--- config.mk ---
export PLATFORM = sky130hd
export DESIGN_NAME = a2d_arbiter
export DESIGN_NICKNAME = d
export VERILOG_FILES = /design/src/rtl/a2d_arbiter.sv
export SDC_FILE = /design/constraint.sdc
export NUM_CORES = 1
export LEC_CHECK = 0
export BUFFER_PORTS_ARGS = -buffer_cell sky130_fd_sc_hd__buf_4
export CAP_MARGIN = 20
export CORE_UTILIZATION = 40
export CTS_CLUSTER_SIZE = 20
export DETAILED_ROUTE_END_ITERATION = 10
export PLACE_DENSITY_LB_ADDON = 0.05
export SLEW_MARGIN = 20
export SYNTH_ARGS = -nofsm -noshare
export SYNTH_HDL_FRONTEND = slang
export SYNTH_SLANG_ARGS = --single-unit
--- constraint.sdc ---
create_clock -name clk -period 3.9 [get_ports clk]
set_input_delay 0.39 -clock clk [delete_from_list [all_inputs] [get_ports clk]]
set_output_delay 0.39 -clock clk [all_outputs]
set_load 0.05 [all_outputs]
--- src/rtl/a2d_arbiter.sv ---
// Two-requester arbiter in front of a single SPI A2D engine: fair grant,
// start/complete handshake, timeout abort, result returned with a done pulse.
module a2d_arbiter #(
   parameter int TIMEOUT = 4096,
   parameter int CH_W    = 3
) (
   input  logic            clk,
   input  logic            rst,
   input  logic            req0,
   input  logic [CH_W-1:0] chnnl0,
   input  logic            req1,
   input  logic [CH_W-1:0] chnnl1,
   output logic            done0,
   output logic            done1,
   output logic            err,
   output logic [11:0]     res,
   output logic            busy,
   output logic            a2d_strt,
   output logic [CH_W-1:0] a2d_chnnl,
   input  logic            a2d_cmplt,
   input  logic [11:0]     a2d_res
);

   localparam int TW = (TIMEOUT > 1) ? $clog2(TIMEOUT) : 1;

   typedef enum logic [1:0] {IDLE, ISSUE, WAIT, DONE} state_t;

   state_t            state_reg, state_next;
   logic              owner_reg, owner_next;
   logic              last_reg, last_next;
   logic [TW-1:0]     timer_reg, timer_next;
   logic [CH_W-1:0]   chnnl_reg, chnnl_next;
   logic [11:0]       res_reg, res_next;
   logic              strt_reg, strt_next;
   logic              done0_reg, done0_next;
   logic              done1_reg, done1_next;
   logic              err_reg, err_next;
   logic              busy_reg, busy_next;
   logic              grant;

   always_ff @(posedge clk or posedge rst) begin
      if (rst) begin
         state_reg <= IDLE;
         owner_reg <= 1'b0;
         last_reg  <= 1'b1;   // requester 0 wins the first tie
         timer_reg <= '0;
         chnnl_reg <= '0;
         res_reg   <= '0;
         strt_reg  <= 1'b0;
         done0_reg <= 1'b0;
         done1_reg <= 1'b0;
         err_reg   <= 1'b0;
         busy_reg  <= 1'b0;
      end else begin
         state_reg <= state_next;
         owner_reg <= owner_next;
         last_reg  <= last_next;
         timer_reg <= timer_next;
         chnnl_reg <= chnnl_next;
         res_reg   <= res_next;
         strt_reg  <= strt_next;
         done0_reg <= done0_next;
         done1_reg <= done1_next;
         err_reg   <= err_next;
         busy_reg  <= busy_next;
      end
   end

   always_comb begin
      state_next = state_reg;
      owner_next = owner_reg;
      last_next  = last_reg;
      timer_next = timer_reg;
      chnnl_next = chnnl_reg;
      res_next   = res_reg;
      strt_next  = 1'b0;
      done0_next = 1'b0;
      done1_next = 1'b0;
      err_next   = 1'b0;
      grant      = 1'b0;
      case (state_reg)
         IDLE: begin
            if (req0 || req1) begin
               grant      = (req0 && req1) ? ~last_reg : req1;
               owner_next = grant;
               chnnl_next = grant ? chnnl1 : chnnl0;
               strt_next  = 1'b1;
               state_next = ISSUE;
            end
         end
         ISSUE: begin
            timer_next = '0;
            state_next = WAIT;
         end
         WAIT: begin
            // A completion arriving on the timeout cycle still counts as good.
            if (a2d_cmplt) begin
               res_next   = a2d_res;
               done0_next = ~owner_reg;
               done1_next = owner_reg;
               state_next = DONE;
            end else if (timer_reg == TW'(TIMEOUT - 1)) begin
               res_next   = 12'h000;
               done0_next = ~owner_reg;
               done1_next = owner_reg;
               err_next   = 1'b1;
               state_next = DONE;
            end else begin
               timer_next = timer_reg + 1'b1;
            end
         end
         DONE: begin
            last_next  = owner_reg;
            state_next = IDLE;
         end
         default: state_next = IDLE;
      endcase
      busy_next = (state_next != IDLE);
   end

   assign done0     = done0_reg;
   assign done1     = done1_reg;
   assign err       = err_reg;
   assign res       = res_reg;
   assign busy      = busy_reg;
   assign a2d_strt  = strt_reg;
   assign a2d_chnnl = chnnl_reg;

endmodule
==> flow_summary.ini <==
[critical_path]
path_max_fanout = 26
required_ps = 4100
critPathLaunch = state_reg[0]$_DFF_PP0_
r2r_start = state_reg[0]$_DFF_PP0_
worstPathArrival_ps = 2390
critPathCaptureType = flop
cpPeakStageDelay_ps = 610
critPathKind = flop to flop
slowest_stage = nor4_4
cp-start-kind = flop
worstPathCellList = inv_1 > ha_1 > buf_4 > nand2_1 > nor4_4 > nor2_1 > a31oi_1

[synthesis]
ys_warn_count = 0
yosysMostFrequentCell = nand2_1
synth_nets = 207
ys_async_sr_fraction_pct = 100
synth_edf_count = 0
synth_top_flop_cell = dfrtp_1
netlist.area_leader.share_pct = 49.9
synth.area.top_cells = dfrtp_1 50%, nand2_1 8.3%, o21ai_0 4.8%
ys_types = 43
avgSynthCellArea_um2 = 9.81
syn_area_mm2 = 0.00176
synthCells = 179
yosys-top-cells-count = 39 x nand2_1, 35 x dfrtp_1, 17 x o21ai_0
yosys.area.top_type = dfrtp_1
ys_ff_latch = 36
yosysSeqAreaShare_pct = 51.4

[layout]
area_delta_synth_final_pct = 24.4
n_antenna_cell = 0
final_nets = 249
fin_area_mm2 = 0.00218
instances_no_fill = 272
fillers = 397
drive_above_1_share_pct = 25.7
final_core_util_pct = 53.1

[power_and_ir_drop]
power.switching_fraction_pct = 46.3
leakage_uw = 0.00108
ir_drop_uv = 429
power_frac_comb_pct = 49.7
power.density_mw_per_mm2 = 761
p_seq_share_pct = 35.3
cell_internal_pwr_uw = 892
netSwitchingPower_uw = 769
power_frac_clock_pct = 15.0

[timing]
period_share_pct = 56.2
rsz0062_at_grt = false
hold_viol = 0
finalSetupViolCount = 0
slew_headroom_pct = 47.0
fin_worst_skew_ps = 11.2
holdWs_ps = 217
timing.setup.tns_ps = 0
final_max_slew_viol_count = 0
worst_slew_pin_slew_ps = 788
max_freq_mhz = 456
min_period_ps = 2190

[placement]
placed_area_mm2 = 0.00210
dpl.hpwl_um = 2820
place_congestion = 0.933
dpl.cell_count = 264
port_buffers = 42

[grt]
grt_pass1_wl_um = 6270
grt_overflow = 0
grt_max_degree = 37
grt_usage_pct = 18.5
antenna_found_initial = 0
grt_pass1_vias = 1386

[floorplan]
fp.coreArea_mm2 = 0.00412
dieHeight_um = 68.2
ioPinCount = 43
std_cell_rows = 23
dieWidth_um = 68.2
die_area_mm2 = 0.00466
start_util_pct = 42.7

[status]
status = completed

[detailed_routing]
avgViaCountPerCell = 5.30
route.detailed.drc = 0
drtPass1Iterations = 4
wl_um = 3900
wire_per_inst_um = 14.3
drt_iter0_drc = 86
ant_nets = 0
num_vias = 1441

[clock_tree]
numClockSinks = 36
cts_tree = done
cts_setup_buffers = 0
post_cts_resized = 0
cts_inserted_buffers = 5
clk_pin_slew_ps = 70
clk_path_buf_depth = 2
cts_max_level = 2
clock_latency_ps = 280
cts_root_buf = clkbuf_8
cts_hold_buffers = 0

[job]
drv_cap = 0

[worst_hold_path]
holdCritPathClass = primary input to asynchronous set/reset pin
==> per-stage QoR <==
step                total power [uW]  setup WS (ps)
finish                          1660           1710
global route                    1780           1460
CTS                             1680           1660
detailed placement              1430           1690
global placement                1410           1760
floorplan                       1180           2150
==> final timing paths <==
| path | to | slack (ps) | depth (start not counted) |
|---|---|---|---|
| worst max-delay path | timer_reg[7]$_DFFE_PP0P_ | 1710 | 7 |
| worst min-delay path | a2d_strt$_DFF_PP0_ | 220 | 3 |
| worst max register to register | timer_reg[7]$_DFFE_PP0P_ | 1710 | 7 |
| worst min register to register | done0$_DFF_PP0_ | 470 | 1 |
| max in group asynchronous | last_reg$_DFFE_PP1N_ | 3340 | 3 |
| min in group clk | res[3]$_DFFE_PP0P_ | 310 | 3 |
==> cells in the final DEF (no fill, tap or decap), types with 3 or more instances in the layout <==
cell      instances
buf_4            44
inv_1             5
nand2b_1          4
ha_1              5
nor2_1            5
clkbuf_8          5
nor3_1            3
nand4_1           3
a21oi_1           7
mux2i_1           5
a21o_1            3
o21ai_0          17
nand2_1          39
a31oi_1           5
o31ai_1           3
dfrtp_1          35
==> cells by family after synthesis <==
group | synth area share, %
compound gates | 16.5
fa+ha+maj | 3.56
buf+inv | 3.71
flops | 51.4
mux | 3.49
simple gates | 21.3
==> final cells by class <==
| cell class | count | area [um2] | share of cell area, % |
|---|---|---|---|
| multi-input cells | 129 | 788 | 36.1 |
| clock inverters | 1 | 5.00 | 0.229 |
| flip-flops and latches | 36 | 902 | 41.3 |
| inverters | 5 | 18.8 | 0.860 |
| repair buffers | 44 | 330 | 15.1 |
| clock buffers | 7 | 76.3 | 3.50 |
| well taps | 50 | 62.6 | 2.87 |
==> worst max-delay path, delay by kind of cell, from the launching register on <==
family          cells  cell delay [ps]
simple gates        3              950
buf+inv             2              350
compound gates      1              230
flops               1              430
fa+ha+maj           1              150
==> power groups by stage <==
stage | clock network, uW | logic (uW) | registers (uW)
floorplan | 0 | 308 | 877
global placement | 0 | 818 | 589
detailed placement | 0 | 833 | 594
CTS | 257 | 835 | 587
global route | 277 | 896 | 604
finish | 249 | 825 | 586
==> per-layer routing <==
metal  global-route usage [%]  part of all wire, %  wire length (um)  up-vias
li1                         -                    -                 -      715
met1                     21.9                   45              1770      685
met2                     32.5                   50              1940       36
met3                     4.00                  3.8               150        5
met4                     7.03                 0.92                36        0
met5                        0                    0                 0        -
Power figures use the tool's default switching activity.
